`src/rtl/mem_arbiter.sv`:
```
// rtl/mem_arbiter.sv - arbitrates instruction-fetch and data requests onto one RAM port
// Data wins IDLE arbitration unless a waiting fetch has already been passed over STARVE_LIMIT times.
module mem_arbiter #(
  parameter int STARVE_LIMIT = 4,
  parameter int ADDR_W       = 32
) (
  input  logic              CLK,
  input  logic              RST,
  input  logic              iREN,
  input  logic [ADDR_W-1:0] iaddr,
  output logic [ADDR_W-1:0] iload,
  output logic              iwait,
  input  logic              dREN,
  input  logic              dWEN,
  input  logic [ADDR_W-1:0] daddr,
  input  logic [ADDR_W-1:0] dstore,
  output logic [ADDR_W-1:0] dload,
  output logic              dwait,
  output logic              ramREN,
  output logic              ramWEN,
  output logic [ADDR_W-1:0] ramaddr,
  output logic [ADDR_W-1:0] ramstore,
  input  logic [ADDR_W-1:0] ramload,
  input  logic [1:0]        ramstate,
  output logic              ram_err
);

  typedef enum logic [1:0] {
    IDLE = 2'd0,
    DACC = 2'd1,
    IACC = 2'd2
  } state_t;

  localparam logic [1:0] RS_ACCESS = 2'd2;
  localparam logic [1:0] RS_ERROR  = 2'd3;
  localparam logic [3:0] LP_LIMIT  = 4'(STARVE_LIMIT);

  state_t     r_state;
  state_t     w_next;
  logic [3:0] r_starve_cnt;
  logic       w_dreq;
  logic       w_starved;

  assign w_dreq    = dREN | dWEN;
  assign w_starved = w_dreq & iREN & (r_starve_cnt == LP_LIMIT);

  assign iload = ramload;
  assign dload = ramload;

  // The counter only moves on IDLE exits, so retries and wait states never count as extra grants.
  always_ff @(posedge CLK) begin
    if (RST) begin
      r_state      <= IDLE;
      r_starve_cnt <= 4'd0;
    end else begin
      r_state <= w_next;
      if (r_state == IDLE) begin
        if (w_next == IACC) begin
          r_starve_cnt <= 4'd0;
        end else if ((w_next == DACC) && iREN && (r_starve_cnt < LP_LIMIT)) begin
          r_starve_cnt <= r_starve_cnt + 4'd1;
        end
      end
    end
  end

  always_comb begin
    w_next   = r_state;
    iwait    = 1'b1;
    dwait    = 1'b1;
    ramREN   = 1'b0;
    ramWEN   = 1'b0;
    ramaddr  = '0;
    ramstore = '0;
    ram_err  = 1'b0;

    case (r_state)
      IDLE: begin
        if (w_starved) begin
          w_next = IACC;
        end else if (w_dreq) begin
          w_next = DACC;
        end else if (iREN) begin
          w_next = IACC;
        end
      end

      DACC: begin
        // A dropped request is an abort: enables stay low and no completion is reported.
        if (!w_dreq) begin
          w_next = IDLE;
        end else begin
          ramaddr  = daddr;
          ramstore = dstore;
          ramWEN   = dWEN;
          ramREN   = dREN & ~dWEN;
          ram_err  = (ramstate == RS_ERROR);
          if (ramstate == RS_ACCESS) begin
            dwait  = 1'b0;
            w_next = IDLE;
          end
        end
      end

      IACC: begin
        if (!iREN) begin
          w_next = IDLE;
        end else begin
          ramaddr = iaddr;
          ramREN  = 1'b1;
          ram_err = (ramstate == RS_ERROR);
          if (ramstate == RS_ACCESS) begin
            iwait  = 1'b0;
            w_next = IDLE;
          end
        end
      end

      default: begin
        w_next = IDLE;
      end
    endcase

    // Reset masks the bus immediately, even if a grant was active before the edge.
    if (RST) begin
      iwait    = 1'b1;
      dwait    = 1'b1;
      ramREN   = 1'b0;
      ramWEN   = 1'b0;
      ramaddr  = '0;
      ramstore = '0;
      ram_err  = 1'b0;
    end
  end

endmodule

```
`config.mk`:
```
export PLATFORM = sky130hd
export DESIGN_NAME = mem_arbiter
export DESIGN_NICKNAME = d
export VERILOG_FILES = /design/src/rtl/mem_arbiter.sv
export SDC_FILE = /design/constraint.sdc
export NUM_CORES = 1
export LEC_CHECK = 0
export CAP_MARGIN = 40
export CORE_MARGIN = 8
export CORE_UTILIZATION = 20
export CTS_CLUSTER_DIAMETER = 100
export DETAILED_ROUTE_END_ITERATION = 6
export GPL_ROUTABILITY_DRIVEN = 1
export GPL_TIMING_DRIVEN = 0
export PLACE_DENSITY = 0.79
export SLEW_MARGIN = 10
export SYNTH_ARGS = -nofsm -noshare
export SYNTH_HDL_FRONTEND = slang
export SYNTH_SLANG_ARGS = --single-unit
```
`constraint.sdc`:
```
create_clock -name CLK -period 1.9 [get_ports CLK]
set_input_delay 0.38 -clock CLK [delete_from_list [all_inputs] [get_ports CLK]]
set_output_delay 0.38 -clock CLK [all_outputs]
set_load 0.02 [all_outputs]
```
==> impl_results.md, run 1 <==
- Setup crit start kind: flip-flop
- CTS sink cnt: 6
- Initial Util: 20.6%
- Synth Flop Type: dfxtp_1
- Cell count after placement: 570
- I/O Pins: 268
- Drt first pass iters: 4
- # rows: 32
- RSZ-0062 raised after global routing: true
- Post-synth EDFFs: 0
- # Max-Cap Violations: 0
- WL final: 11.2 mm
- Antenna violations before repair: 0
- Hold Path Cell Cnt: 1
- Share of flip-flops with an asynchronous set or reset: 0%
- Origin of the worst min-delay path: r_starve_cnt[3]$_SDFFE_PP0P_
- Worst R2R Start: r_state[0]$_SDFF_PP0_
- Final period utilization: 106%
- Post-DR wirelength/cell: 18.9 µm
- Root Buffer: clkbuf_8
- Crit Path Category: flip-flop to primary output
- Post-DP HPWL: 9.00 mm
- N_diodes: 0
- Starting DRT DRC Count: 66
- Post-Synth XOR/XNOR Area: 0%
- PortBufs: 235
- Clk slew on worst S/H paths: 0.04 ns
- Largest net degree at the start of global routing: 11
- Layout Skew: 0.00390 ns
- Largest family of logic cells by synthesized area: buffers and inverters
- Leading area contributor after synthesis: buf_4
- Finished Cell Area: 0.00502 mm²
- Area added between synthesis and finish: 215%
- Count leader, synth: buf_4
- Synth Cell Area: 0.00159 mm²
- Failing checks: negative setup slack
- Die area: 0.0111 mm²
- Synth Area in Adders: 4.71%
- Result of the run: finished, violations left
- Grt ovf: 0
- Minimum clock period: 2.02 ns
- Total track usage: 18.2%
- Worst-margin pin slew: 0.408 ns
- CORE AREA: 0.00773 mm²
- Reg-to-reg setup timing slack: 0.02 ns
- Vias in the first global route: 2849
- #FFs+latches synth: 6
- CP max FO: 6
- Cell Chain, Critical Path: inv_4 > ha_4 > and2_4 > buf_12 > clkbuf_16 > a22oi_2 > nor2_2 > buf_6
- Synth Area in Compound Gates: 22.4%
- Fraction of the mapped netlist area in simple logic gates: 30.4%
- Final slew viol count: 0
- Hold Path Sink: r_starve_cnt[3]$_SDFFE_PP0P_
- Register area share after synthesis: 7.54%
- Post-Syn Area per Cell: 6.84 µm²
- Fin worst setup slack: -0.116 ns
- CTS tree: yes
- Headroom to the max-slew limit: 72.8%
- Clock Latency Late Sink: 0.22 ns
- Mapped Cells: 233
- Placed cell area: 0.00417 mm²
- Synth top area share: 30.1%
- Reg2reg path depth: 8
- Die Wd: 105 µm
- First-pass GRT wire length: 16.3 mm
- Final Hold Fails: 0
- Layout cells sized above 1: 55.7%
- Buf/Inv on CP: 4
- Commonest cells post-synth: buf_4, nor2_1, and2_1
- Placer Congestion: 0.829
- Count of cell types in the netlist: 29
- Static leakage: 2.08 nW
- Mux contribution to synthesized area: 0%
- Via/cell ratio: 4.43
- Fmax: 496 MHz
- Synthesis warning total: 0
- Syn nets: 374
- Worst Path Arrival: 1.64 ns
- Slowest CP cell: dfxtp_4
- # H-tree levels: 1
- Die H: 105 µm
- Synth area leaders: buf_4, a22oi_1, and2_1
- DR vias: 2631
- Num CTS Buffers: 3
- Final setup violation count: 61
- DRC: 0
- Worst setup EP type: primary output
- Post-route ant nets: 0
- Final nets: 635
- Delay-heaviest family, CP: buffers and inverters
- Maximum VDD drop: 0.277 mV
- Data required time of the worst path: 1.52 ns
- Power Dens Cells: 290 mW/mm²
- Max incr delay on CP: 0.37 ns
- Hold Slack: 0.504 ns
- Hold Path Class: flip-flop to flip-flop
- R2r endpoint: r_starve_cnt[0]$_SDFFE_PP0P_
- Layout Cells excl Fill: 594
- Maximum root-to-sink buffer count: 2
## kinds of logic after synthesis
kind of cell               after synthesis
AOI/OAI and AO/OA                       44
and+or+nand+nor                         93
adders and majority gates                6
DFF                                      6
buffers and inverters                   84
## how the worst max path moves through the flow
| stage | slack, ns | depth (start not counted) | end | start |
|---|---|---|---|---|
| after floorplan | 0.004 | 7 | ramaddr[2] | r_state[1]$_SDFF_PP0_ |
| after global placement | -1.24 | 6 | ramstore[10] | dWEN |
| after detailed placement | -1.26 | 6 | ramstore[12] | dREN |
| after CTS | -0.10 | 8 | ramaddr[7] | r_state[0]$_SDFF_PP0_ |
| after global routing | -0.17 | 8 | ramaddr[22] | r_state[0]$_SDFF_PP0_ |
| final | -0.12 | 8 | ramaddr[23] | r_state[0]$_SDFF_PP0_ |
## metal layers
metal | track usage [%] | up-vias | part of all wire, %
li1 | - | 1241 | -
met1 | 16.0 | 1213 | 32
met2 | 36.9 | 168 | 55
met3 | 8.95 | 9 | 12
met4 | 1.83 | 0 | 0.64
met5 | 0 | - | 0
## layout make-up
cell class	count	area (µm²)
tap	102	128
clock buffer	3	41.3
timing repair buffer	257	2640
fill	600	2710
sequential	6	128
inverter	4	20.0
multi-input combinational	143	1310
buffer	79	758
## worst reg2reg max path: stages (launching register included)
cell and delay [ns]:
dfxtp_4 0.37, inv_4 0.05, ha_4 0.15, and2_4 0.17, buf_6 0.13, o21a_4 0.23
a2111oi_4 0.42, or3_1 0.18, o21ai_1 0.05
## metrics by stage
stage | setup TNS (ns) | util, % | power (mW) | setup WS, ns
final | -3.34 | 65.0 | 1.45 | -0.116
after global placement | -73.31 | 54.0 | 1.04 | -1.24
after CTS | -3.12 | 62.2 | 1.41 | -0.104
after detailed placement | -74.02 | 54.0 | 1.06 | -1.26
after global routing | -6.68 | 65.0 | 1.53 | -0.166
after floorplan | 0 | - | 0.574 | 0.00429
## power by group
group	internal [mW]	switching (mW)
combinational	0.666	0.456
clock	0.136	0.0540
sequential	0.133	0.00905
## cells in the final DEF (no fill, tap or decap), types with 4 or more instances in the layout
master	count
clkdlybuf4s50_1	162
buf_2	6
clkbuf_16	8
dfxtp_1	4
buf_6	66
and2_1	13
nand2_1	6
a22oi_2	32
buf_4	74
and2_4	20
nor2_1	8
nor2_2	28
clkbuf_8	15
## sequential cells by signal, summed over array words and instances (netlist names)
name          cells
r_starve_cnt      4
r_state           2
## repair_timing
item	4_1_cts	5_1_grt
cloned	9	3
resized for setup	497	48
hold buffers	0	0
setup buffers	7	3
pin swaps	33	16
endpoints found under the setup margin	73	70
No activity file was read; power rests on OpenSTA's default activity.
==> inputs of run 2 (changes only) <==
--- a/config.mk
+++ b/config.mk
@@ -12,7 +12,9 @@
 export DETAILED_ROUTE_END_ITERATION = 6
 export GPL_ROUTABILITY_DRIVEN = 1
 export GPL_TIMING_DRIVEN = 0
+export HOLD_SLACK_MARGIN = 0.15
 export PLACE_DENSITY = 0.79
+export SKIP_LAST_GASP = 1
 export SLEW_MARGIN = 10
 export SYNTH_ARGS = -nofsm -noshare
 export SYNTH_HDL_FRONTEND = slang
==> impl_results.md, run 2 (synthesis gave the netlist of run 1 again) <==
- Result of the run: finished, violations left
- Failing checks: negative setup slack
- # rows: 32 (unchanged)
- Crit Path Category: flip-flop to primary output
- Worst Path Arrival: 1.63 ns (about the same)
- Headroom to the max-slew limit: 73.0% (+0.14 points)
- CORE AREA: 0.00773 mm² (unchanged)
- Die area: 0.0111 mm² (unchanged)
- Reg with most FFs: r_starve_cnt
- Placed cell area: 0.00417 mm² (unchanged)
- Total track usage: 18.2% (unchanged)
- Antenna violations before repair: 0 (unchanged)
- Power Dens Cells: 291 mW/mm² (+0.28%)
- WL final: 11.1 mm (-0.92%)
- Hold Path Sink: r_starve_cnt[3]$_SDFFE_PP0P_
- Static leakage: 2.05 nW (-1.3%)
- Data required time of the worst path: 1.52 ns (about the same)
- Final nets: 635 (unchanged)
- Maximum VDD drop: 0.277 mV (-0.23%)
- Setup crit start kind: flip-flop
- Placer Congestion: 0.829 (unchanged)
- Reg2reg path depth: 8 (unchanged)
- Drt first pass iters: 4 (unchanged)
- Minimum clock period: 2.01 ns (-0.00363 ns)
- Finished Cell Area: 0.00496 mm² (-1.3%)
- N_diodes: 0 (unchanged)
- Die H: 105 µm (unchanged)
- Filler instances: 620 (+3.3%)
- Hold Path Cell Cnt: 1 (unchanged)
- Initial Util: 20.6% (unchanged)
- Worst R2R Start: r_state[0]$_SDFF_PP0_
- PortBufs: 235 (unchanged)
- Post-DP HPWL: 9.00 mm (unchanged)
- Layout Skew: 0.00389 ns (-0.00000998 ns)
- Origin of the worst min-delay path: r_starve_cnt[3]$_SDFFE_PP0P_
- Fmax: 497 MHz (+0.18%)
- I/O Pins: 268 (unchanged)
- CTS tree: yes
- Largest net degree at the start of global routing: 11 (unchanged)
- Leading cell type in the layout, fill and taps excluded: clkdlybuf4s50_1
- Hold Slack: 0.504 ns (unchanged)
- Final Hold Fails: 0 (unchanged)
- Final setup violation count: 61 (unchanged)
- Root Buffer: clkbuf_8
- Post-route ant nets: 0 (unchanged)
- # H-tree levels: 1 (unchanged)
- Via/cell ratio: 4.40 (-0.72%)
- Die Wd: 105 µm (unchanged)
- DRC: 0 (unchanged)
- Maximum root-to-sink buffer count: 2 (unchanged)
- CP max FO: 6 (unchanged)
- Area added between synthesis and finish: 211%
- Clk slew on worst S/H paths: 0.04 ns (about the same)
- Reg-to-reg setup timing slack: 0.03 ns (about the same)
- R2r endpoint: r_starve_cnt[0]$_SDFFE_PP0P_
- Layout cells sized above 1: 52.8% (-2.8 points)
- CTS sink cnt: 6 (unchanged)
- Leading cell types in the layout, fill and taps excluded: clkdlybuf4s50_1, buf_4, buf_6
- # Max-Cap Violations: 0 (unchanged)
- Clock Latency Late Sink: 0.22 ns (about the same)
- TNS Setup: -3.40 ns (-0.0588 ns)
- DR vias: 2612 (-0.72%)
- Final period utilization: 106% (-0.19 points)
- Register area: 128 µm² (unchanged)
- Starting DRT DRC Count: 63 (-4.5%)
- Worst setup EP type: primary output
- Worst-margin pin slew: 0.406 ns (-0.00209 ns)
- Multi-input gate area: 0.00127 mm² (-2.7%)
- RSZ-0062 raised after global routing: true
- Grt ovf: 0 (unchanged)
- Fin worst setup slack: -0.112 ns (+0.00363 ns)
- Max FFs per register: 4 (unchanged)
- Final slew viol count: 0 (unchanged)
- Top flop regs: r_starve_cnt: 4 flops, r_state: 2 flops
- Post-DR wirelength/cell: 18.8 µm (-0.92%)
- Vias in the first global route: 2849 (unchanged)
- First-pass GRT wire length: 16.3 mm (unchanged)
- Hold Path Class: flip-flop to flip-flop
- Num CTS Buffers: 3 (unchanged)
## run 2: cell count changes in the layout (fill, tap and decap cells not counted)
cell    before  now
buf_6       66   58
buf_4       74   82
and2_4      20    6
and2_1      13   27
## run 2: worst max-delay path, stage by stage, from the launching register on
cell       delay (ns)
dfxtp_4          0.37
inv_4            0.05
ha_4             0.15
and2_4           0.17
buf_12           0.14
clkbuf_16        0.15
a22oi_2          0.18
nor2_2           0.06
buf_6            0.13
## run 2: worst max path at each step
stage	end	cells after the start	start	slack, ns
6_report	ramaddr[23]	8	r_state[0]$_SDFF_PP0_	-0.11
5_1_grt	ramaddr[22]	8	r_state[0]$_SDFF_PP0_	-0.17
4_1_cts	ramaddr[7]	8	r_state[0]$_SDFF_PP0_	-0.10
3_5_place_dp	ramstore[12]	6	dREN	-1.26
3_3_place_gp	ramstore[10]	6	dWEN	-1.24
2_1_floorplan	ramaddr[2]	7	r_state[1]$_SDFF_PP0_	0.004
## run 2: cell type report
class	instances	share of cell area (%)
buffer	79	15.3
clock buffer	3	0.833
inverter	4	0.404
multi-input combinational	143	25.6
sequential	6	2.58
tap	102	2.58
timing repair buffer	257	52.7
## run 2: layer usage
metal	vias to the layer above	routed length (µm)	part of all wire (%)	track usage [%]
met5	-	0	0	0
met4	0	34	0.31	1.83
met3	5	1420	13	8.95
met2	164	6140	55	36.9
met1	1200	3540	32	16.0
li1	1243	-	-	-
## run 2: report_power, final
| part | internal (mW) | total (mW) | switching [mW] |
|---|---|---|---|
| Clock | 0.136 | 0.190 | 0.0540 |
| Combinational | 0.655 | 1.11 | 0.452 |
| Sequential | 0.133 | 0.142 | 0.00900 |
## run 2: per-stage QoR
step	power, mW	cells	util (%)	worst slack, ns
floorplan	0.574	233	-	0.00429
global placement	1.04	570	54.0	-1.24
detailed placement	1.06	570	54.0	-1.26
CTS	1.41	588	62.1	-0.104
global route	1.52	594	64.1	-0.166
finish	1.44	594	64.1	-0.112
## run 2: repair_timing
item	in CTS	in global routing
gates cloned	9	3
gates resized for setup	495	28
hold endpoints to repair	0	0
setup endpoints to repair	73	70
hold buffers	0	0
setup buffers	7	3
pin swaps	33	15
